===== config.mk =====
export PLATFORM = sky130hd
export DESIGN_NAME = sc_chain_sequencer_flat
export DESIGN_NICKNAME = d
export VERILOG_FILES = /design/src/rtl/sc_pkg.sv /design/src/rtl/sc_chain_sequencer_if.sv /design/src/rtl/sc_lfsr.sv /design/src/rtl/sc_chain_sequencer.sv /design/src/flat_wrapper.sv
export SDC_FILE = /design/constraint.sdc
export NUM_CORES = 1
export LEC_CHECK = 0
export ABC_AREA = 1
export BUFFER_PORTS_ARGS = -buffer_cell sky130_fd_sc_hd__buf_4
export CAP_MARGIN = 20
export CORE_UTILIZATION = 34
export CTS_BUF_LIST = sky130_fd_sc_hd__clkbuf_4
export CTS_CLUSTER_DIAMETER = 120
export DETAILED_ROUTE_END_ITERATION = 8
export HOLD_SLACK_MARGIN = 0.05
export PLACE_DENSITY = 0.53
export SYNTH_ARGS = -nofsm -noshare
export SYNTH_HDL_FRONTEND = slang
export SYNTH_SLANG_ARGS = --single-unit

===== constraint.sdc =====
create_clock -name clk -period 3.8 [get_ports clk]
set_input_delay 0.38 -clock clk [delete_from_list [all_inputs] [get_ports clk]]
set_output_delay 0.38 -clock clk [all_outputs]
set_load 0.02 [all_outputs]

===== src/rtl/sc_pkg.sv =====
// Shared definitions for the stochastic-chain sequencer: FSM states, select-LFSR
// polynomial and default seed.
package sc_pkg;

  typedef enum logic [2:0] {
    ST_IDLE,
    ST_CLEAR,
    ST_FLUSH,
    ST_ACCUM,
    ST_DONE
  } state_e;

  // x^16 + x^14 + x^13 + x^11 + 1, taps at bits 15, 13, 12, 10
  localparam logic [15:0] LFSR_TAPS = 16'hB400;
  localparam logic [15:0] SEED_DEF  = 16'hACE1;

endpackage


===== src/rtl/sc_chain_sequencer_if.sv =====
// Host-side start/busy/done handshake of the chain sequencer.
interface sc_chain_sequencer_if #(
  parameter int LEN_W = 16
);
  logic             start;
  logic [LEN_W-1:0] len;
  logic             busy;
  logic             done;
  logic [LEN_W-1:0] result;

  modport master (output start, len, input busy, done, result);
  modport slave  (input start, len, output busy, done, result);
endinterface


===== src/rtl/sc_lfsr.sv =====
// Fibonacci LFSR (shift toward MSB, feedback into bit 0) with load and step
// controls; exposes the low OUT_W bits of both the current and the next value.
module sc_lfsr
  import sc_pkg::*;
#(
  parameter int           W     = 16,
  parameter int           OUT_W = W,
  parameter logic [W-1:0] TAPS  = W'(LFSR_TAPS),
  parameter logic [W-1:0] SEED  = W'(SEED_DEF)
) (
  input  logic             clk,
  input  logic             rst,
  input  logic             load,
  input  logic             step,
  output logic [OUT_W-1:0] state,
  output logic [OUT_W-1:0] state_nxt
);

  // An all-zero LFSR would lock up, so a zero seed is replaced by 1.
  localparam logic [W-1:0] SEED_EFF = (SEED == '0) ? W'(1) : SEED;

  logic [W-1:0] lfsr_q;
  logic [W-1:0] lfsr_d;

  always_comb begin
    lfsr_d = lfsr_q;
    if (load) begin
      lfsr_d = SEED_EFF;
    end else if (step) begin
      lfsr_d = {lfsr_q[W-2:0], ^(lfsr_q & TAPS)};
    end
  end

  always_ff @(posedge clk) begin
    if (!rst) begin
      lfsr_q <= SEED_EFF;
    end else begin
      lfsr_q <= lfsr_d;
    end
  end

  assign state     = lfsr_q[OUT_W-1:0];
  assign state_nxt = lfsr_d[OUT_W-1:0];

endmodule


===== src/rtl/sc_chain_sequencer.sv =====
// Runs one stochastic evaluation of an N-input adder chain: clear, flush the
// chain's fill latency, count ones on sum_in over len cycles, report the count.
module sc_chain_sequencer
  import sc_pkg::*;
#(
  parameter int                N      = 2,
  parameter int                LEN_W  = 16,
  parameter int                LFSR_W = 16,
  parameter logic [LFSR_W-1:0] SEED   = LFSR_W'(SEED_DEF)
) (
  input  logic                 clk,
  input  logic                 rst,
  sc_chain_sequencer_if.slave  host,
  output logic                 chain_clr,
  output logic                 src_en,
  output logic [N-2:0]         sel,
  input  logic                 sum_in
);

  localparam logic [LEN_W-1:0] FLUSH_CNT = LEN_W'(N - 2);
  localparam logic [LEN_W-1:0] ONE       = LEN_W'(1);

  state_e           state_q, state_d;
  logic [LEN_W-1:0] len_q, len_d;
  logic [LEN_W-1:0] cnt_q, cnt_d;
  logic [LEN_W-1:0] ones_q, ones_d;
  logic [LEN_W-1:0] result_q, result_d;
  logic             busy_q, busy_d;
  logic             clr_q, clr_d;
  logic             src_q, src_d;
  logic             done_q, done_d;
  logic [N-2:0]     sel_q, sel_d;

  logic             lfsr_load;
  logic             lfsr_step;
  logic [N-2:0]     lfsr_cur;
  logic [N-2:0]     lfsr_nxt;

  sc_lfsr #(
    .W     (LFSR_W),
    .OUT_W (N - 1),
    .TAPS  (LFSR_W'(LFSR_TAPS)),
    .SEED  (SEED)
  ) u_lfsr (
    .clk       (clk),
    .rst       (rst),
    .load      (lfsr_load),
    .step      (lfsr_step),
    .state     (lfsr_cur),
    .state_nxt (lfsr_nxt)
  );

  always_comb begin
    state_d   = state_q;
    len_d     = len_q;
    cnt_d     = cnt_q;
    ones_d    = ones_q;
    result_d  = result_q;
    lfsr_load = 1'b0;
    lfsr_step = 1'b0;

    case (state_q)
      ST_IDLE: begin
        if (host.start) begin
          len_d     = host.len;
          ones_d    = '0;
          lfsr_load = 1'b1;
          state_d   = ST_CLEAR;
        end
      end
      ST_CLEAR: begin
        if (N > 2) begin
          cnt_d   = FLUSH_CNT;
          state_d = ST_FLUSH;
        end else if (len_q != '0) begin
          cnt_d   = len_q;
          state_d = ST_ACCUM;
        end else begin
          state_d = ST_DONE;
        end
      end
      ST_FLUSH: begin
        lfsr_step = 1'b1;
        if (cnt_q == ONE) begin
          if (len_q != '0) begin
            cnt_d   = len_q;
            state_d = ST_ACCUM;
          end else begin
            state_d = ST_DONE;
          end
        end else begin
          cnt_d = cnt_q - ONE;
        end
      end
      ST_ACCUM: begin
        lfsr_step = 1'b1;
        ones_d    = ones_q + LEN_W'(sum_in);
        if (cnt_q == ONE) begin
          state_d = ST_DONE;
        end else begin
          cnt_d = cnt_q - ONE;
        end
      end
      ST_DONE: begin
        state_d = ST_IDLE;
      end
      default: begin
        state_d = ST_IDLE;
      end
    endcase

    // Result is loaded on entry to DONE so it is valid together with the pulse.
    if (state_d == ST_DONE) begin
      result_d = ones_d;
    end

    busy_d = (state_d != ST_IDLE);
    clr_d  = (state_d == ST_CLEAR);
    src_d  = (state_d == ST_FLUSH) || (state_d == ST_ACCUM);
    done_d = (state_d == ST_DONE);

    // sel mirrors the LFSR value of the cycle it is presented in; the first
    // enabled cycle shows the unstepped seed, later ones the stepped value.
    sel_d = sel_q;
    if (src_d) begin
      sel_d = lfsr_step ? lfsr_nxt : lfsr_cur;
    end
  end

  always_ff @(posedge clk) begin
    if (!rst) begin
      state_q  <= ST_IDLE;
      len_q    <= '0;
      cnt_q    <= '0;
      ones_q   <= '0;
      result_q <= '0;
      busy_q   <= 1'b0;
      clr_q    <= 1'b0;
      src_q    <= 1'b0;
      done_q   <= 1'b0;
      sel_q    <= '0;
    end else begin
      state_q  <= state_d;
      len_q    <= len_d;
      cnt_q    <= cnt_d;
      ones_q   <= ones_d;
      result_q <= result_d;
      busy_q   <= busy_d;
      clr_q    <= clr_d;
      src_q    <= src_d;
      done_q   <= done_d;
      sel_q    <= sel_d;
    end
  end

  assign host.busy   = busy_q;
  assign host.done   = done_q;
  assign host.result = result_q;
  assign chain_clr   = clr_q;
  assign src_en      = src_q;
  assign sel         = sel_q;

endmodule

===== src/flat_wrapper.sv =====
// flat-port wrapper written by rule: the top's interface ports become plain ports
module sc_chain_sequencer_flat import sc_pkg::*;
#(
  parameter int                N      = 2,
  parameter int                LEN_W  = 16,
  parameter int                LFSR_W = 16,
  parameter logic [LFSR_W-1:0] SEED   = LFSR_W'(SEED_DEF)
)
  (clk, rst, chain_clr, src_en, sel, sum_in, host_start, host_len, host_busy, host_done, host_result);
  sc_chain_sequencer_if #(.LEN_W(LEN_W)) host_i ();
  input  logic clk;
  input  logic rst;
  output logic chain_clr;
  output logic src_en;
  output logic [N-2:0] sel;
  input  logic sum_in;
  input wire logic [$bits(host_i.start)-1:0] host_start;
  input wire logic [$bits(host_i.len)-1:0] host_len;
  output wire logic [$bits(host_i.busy)-1:0] host_busy;
  output wire logic [$bits(host_i.done)-1:0] host_done;
  output wire logic [$bits(host_i.result)-1:0] host_result;
  assign host_i.start = host_start;
  assign host_i.len = host_len;
  assign host_busy = host_i.busy;
  assign host_done = host_i.done;
  assign host_result = host_i.result;
  sc_chain_sequencer #(.N(N), .LEN_W(LEN_W), .LFSR_W(LFSR_W), .SEED(SEED)) u_core (.clk(clk), .rst(rst), .host(host_i), .chain_clr(chain_clr), .src_en(src_en), .sel(sel), .sum_in(sum_in));
endmodule

# After elaboration in Yosys (flattened, before gate mapping)
# Index checks and enable logic that the tools add are counted.
# classes
bitwise,1
muxes,17
n_addsub,2
n_reduce_logical,10
eq_ne,9
# op_table
op,count
2-to-1 mux 16 bit,4
case mux 16 bit (3 select lines),1
case mux 16 bit (2 select lines),1
adder 16 x 1 -> 16 bit,1
== test 16 x 1 -> 1 bit (second input constant),1
nonzero test 16 bit,1
XOR reduction 16 bit,1
subtractor 16 x 1 -> 16 bit (second input constant),1
== test 3 x 2 -> 1 bit (second input constant),4
2-to-1 mux 3 bit,4
case mux 3 bit (4 select lines),1
== test 3 x 1 -> 1 bit (second input constant),2
2-to-1 mux 1 bit,6
nonzero test 3 bit,2
AND reduction 2 bit,2
OR reduction 2 bit,2
== test 3 bit (second input constant),1
logical NOT 3 bit,1
!= test 2 bit (second input constant),1
logical OR 1 bit,1
inverter 1 bit,1
# totals
word_cells,51
output_inout_bits,21
inputBits,20
ff_bits,88

# Depth between registers and ports, before layout
# depth
depth_word,6
ltp_mapped,15
ltp_nobuf,14

# Hierarchy
# From an unflattened synthesis, not the netlist that was laid out.
# unflattened
cells_unflattened,688
area_unflattened_um2,4518.1
# by_module_without_submodules
mod,seq_area_each_um2,area_per_inst_um2,cells_per_inst,instances
sc_chain_sequencer,1441.4,3876.2,604,1
sc_lfsr,320.3,641.9,84,1

# Worst setup path before layout
# Ideal clock, no wire load.
# synth_timing
path_type,input to register
start,input port sum_in
end,register u_core.result_q[14] (netlist: u_core.host.result[14])
required_time_ns,3.687
cell_stages,11
setup_slack_ns,2.193
arrival_time_ns,1.494
n_path_buf,0
setup_time_ns,0.113
path_cell_list,ha_1 -> ha_1 -> nand2_1 -> nor2_1 -> nand2_1 -> nor2_1 -> nand3_1 -> nand3_1 -> nand3_1 -> nor2_1 -> nor2_1
# synth_between
elab_chain_cells,2
# synth_lines
item,line_no,source
"start, declared",flat_wrapper.sv:16,input logic sum_in;
adder 16 x 1 -> 16 bit,sc_chain_sequencer.sv:97,ones_d = ones_q + LEN_W'(sum_in);
case mux 16 bit (2 select lines),sc_chain_sequencer.sv:62,case (state_q)
"end signal, assigned",sc_chain_sequencer.sv:147,result_q <= result_d;
"end, declared",sc_chain_sequencer.sv:27,"logic [LEN_W-1:0] result_q, result_d;"
# No other way between the ends.
# A chain may end at the register's enable or synchronous reset.

# Worst setup path in the final report
# layout_timing
start,register u_core.cnt_q[1]
end,register u_core.result_q[13] (netlist: u_core.host.result[13])
# layout_between
elab_chain_cells,4
elab_cells_between_ends,5
classes_between,eq/ne: 2; mux: 3
# layout_lines
item,line_no,source
"start, declared",sc_chain_sequencer.sv:25,"logic [LEN_W-1:0] cnt_q, cnt_d;"
"start signal, assigned",sc_chain_sequencer.sv:145,cnt_q <= cnt_d;
== test 16 x 1 -> 1 bit *,"sc_chain_sequencer.sv:84, sc_chain_sequencer.sv:98",
"2-to-1 mux 3 bit, on equally long branches","sc_chain_sequencer.sv:98, sc_chain_sequencer.sv:84",
case mux 3 bit (4 select lines) *,sc_chain_sequencer.sv:62,
== test 3 bit *,sc_chain_sequencer.sv:113,if (state_d == ST_DONE) begin
# Mark *: on every way between the ends. The rest lies on a longest branch, timed or not.

==> reports/results.ini <==
[routing]
drt_pass1_iterations = 5
drt.antenna.violating_nets = 0
first_iter_violations = 226
wire_per_inst_microns = 12.2
vias = 4267
drc = 0
wl_microns = 11100
via_per_inst = 4.71

[clocking]
cts.sinks = 88
cts_resized = 0
numCtsBuffers = 9
cts_tree = done
cts_setup_buffers = 0
cts_buffer_depth = 2
hold_buffers = 0
cts_root_buffer = clkbuf_4
clk_latency_ps = 470
clkTransAtPathRegs_ps = 140
htree_levels = 3

[sta]
worst_hold_slack_ps = 180
finalCriticalPeriod_ps = 2090
period_share_pct = 55.1
hold_viol = 0
finalClockSkew_ps = 13.7
setup_viol = 0
finalMaxSlewViolations = 0
rsz0062_at_grt = no
maxSlewHeadroom_pct = 38.9
max_freq_mhz = 478
setup_tns_ps = 0
tightest_slew_ps = 917

[layout]
final_nets = 748
fill_cells = 1429
area_delta_synth_final_pct = 10.7
regArea_sq_mm = 0.00176
finalInstanceArea_sq_mm = 0.00508
multi_input_area_sq_mm = 0.00228
drive_above_1_share_pct = 12.9
n_antenna_cell = 0

[synthesis]
yosysMostFrequentCell = nand2_1
syn_area_sq_mm = 0.00459
synth_area_leaders = dfxtp_1 38%, nand2_1 15%, inv_1 7.6%, nor2_1 7.0%, a21oi_1 5.6%
yosysTopAreaCellShare_pct = 38.4
ys.flop_type = dfxtp_1
yosys_warnings = 0
ys_async_sr_fraction_pct = 0
ys_types = 40
syn_area_per_cell_sq_um = 6.58
synth_edf_count = 0
post-synth-top-area-cell = dfxtp_1
netlist_instances = 697
synthTopCellsByCount = 188 x nand2_1, 93 x inv_1, 88 x dfxtp_1
ys_ff_latch = 88
synth.net_count = 721
yosysSeqAreaShare_pct = 38.4

[power]
clockPowerShare_pct = 16.5
p_sw_mw = 1.47
internal_power_mw = 1.76
p_sw_share_pct = 45.5
max-vdd-ir-drop_uv = 396
power_leakage_nw = 2.41
seq_power_share_pct = 38.6
p_comb_share_pct = 44.9
p_per_area_mw_per_mm2 = 636

[grt]
grt_max_degree = 48
grt_pass1_vias = 4034
antenna_found_initial = 0
gr-usage-all-layers_pct = 16.8
grt_pass1_wl_microns = 18700
overflow = 0

[worst_setup_path]
arrival_ps = 2480
end_kind = flop
worstSetupPathType = flop to flop
worstPathRequired_ps = 4190
start_kind = flop
cp_max_fo = 21

[floorplan]
core_area_sq_mm = 0.0132
die_x_microns = 118
die_y_microns = 118
start_util_pct = 34.8
io_pins = 41
die-area_sq_mm = 0.0140
rows = 42

[place]
post_dp_cell_area_sq_mm = 0.00494
hpwl_microns = 7730
io_buffers = 40
gp_congestion = 0.886

[job]
maxCapViolations = 0

[status]
status = complete, no violations

[hold_path]
worstHoldPathType = primary input to flop

-- flip-flops by register name, indices dropped and copies added, names as in the netlist --
register / cells
u_core.host.done: 1
u_core.host.result: 16
u_core.u_lfsr.lfsr_q: 16
u_core.chain_clr: 1
u_core.src_en: 1
u_core.host.busy: 1
u_core.ones_q: 16
u_core.state_q: 3
u_core.cnt_q: 16
u_core.len_q: 16
u_core.sel: 1
-- power groups by stage --
| stage | Combinational [mW] | Clock, mW | Sequential [mW] |
|---|---|---|---|
| floorplan | 1.17 | 0 | 1.25 |
| global placement | 1.44 | 0 | 1.26 |
| detailed placement | 1.45 | 0 | 1.26 |
| CTS | 1.46 | 0.567 | 1.24 |
| global route | 1.66 | 0.600 | 1.27 |
| finish | 1.45 | 0.534 | 1.25 |
-- cell type report --
type | count | area share, %
multi-input cells | 485 | 44.8
flip-flops and latches | 88 | 34.7
inverters | 100 | 7.49
repair buffers | 40 | 5.91
well taps | 176 | 4.34
clock inverters | 7 | 1.38
clock buffers | 9 | 1.33
-- cells in the final DEF, fill, tap and decap left out, drive strengths merged --
cell and instances:
a21oi 54, a22oi 2, a31oi 1, and2 1, buf 40, bufinv 1
clkbuf 9, clkinv 4, clkinvlp 1, dfxtp 88, ha 4, inv 101
mux2i 1, nand2 200, nand3 53, nand3b 4, nand4 4, nor2 96
nor3 4, o21a 1, o21ai 49, o22ai 1, or2 2, xnor2 2
xor2 6
-- metal layers --
layer	vias up	GRT usage, %	share of wire, %
met3	19	4.44	5.3
li1	2226	-	-
met5	-	0	0
met1	1927	20.1	45
met4	0	7.77	2.4
met2	95	28.0	47
-- worst paths after layout --
check,slack [ps],endpoint,start,cells past startpoint
min,180,u_core.len_q[10],host_len[10],3
max,1710,u_core.host.result[13],u_core.cnt_q[1],12
max reg2reg,1710,u_core.host.result[13],u_core.cnt_q[1],12
min reg2reg,470,u_core.u_lfsr.lfsr_q[8],u_core.u_lfsr.lfsr_q[8],2
-- worst max-delay path, stage by stage, from the launching register on --
cell	delay, ps
dfxtp_1	390
inv_1	80
ha_1	190
inv_1	50
nor2_1	40
nand2_1	70
nor2_2	40
nand3_2	90
nor2_4	40
a21oi_2	740
nand2_1	130
nand2_1	90
nor2_1	50
-- logic make-up (layout without fill, tap and decap cells) --
logic type	count (synthesis)	after routing	share of synthesized area [%]
AND/OR/NAND/NOR	364	364	34.4
AO/OA/AOI/OAI	108	108	12.4
XOR/XNOR	8	8	1.53
flip-flops	88	88	38.4
multiplexers	1	1	0.218
adder cells (fa/ha/maj)	4	4	1.09
buffers and inverters	124	156	11.9
-- metrics by stage --
stage / setup slack (ps) / util [%] / power (mW) / cells
global route: 1400 / 38.5 / 3.53 / 905
finish: 1710 / 38.5 / 3.23 / 905
detailed placement: 1690 / 37.5 / 2.71 / 889
floorplan: 2190 / - / 2.42 / 697
CTS: 1660 / 38.5 / 3.27 / 905
global placement: 1730 / 37.5 / 2.70 / 889
No activity file was read; power rests on OpenSTA's default activity.
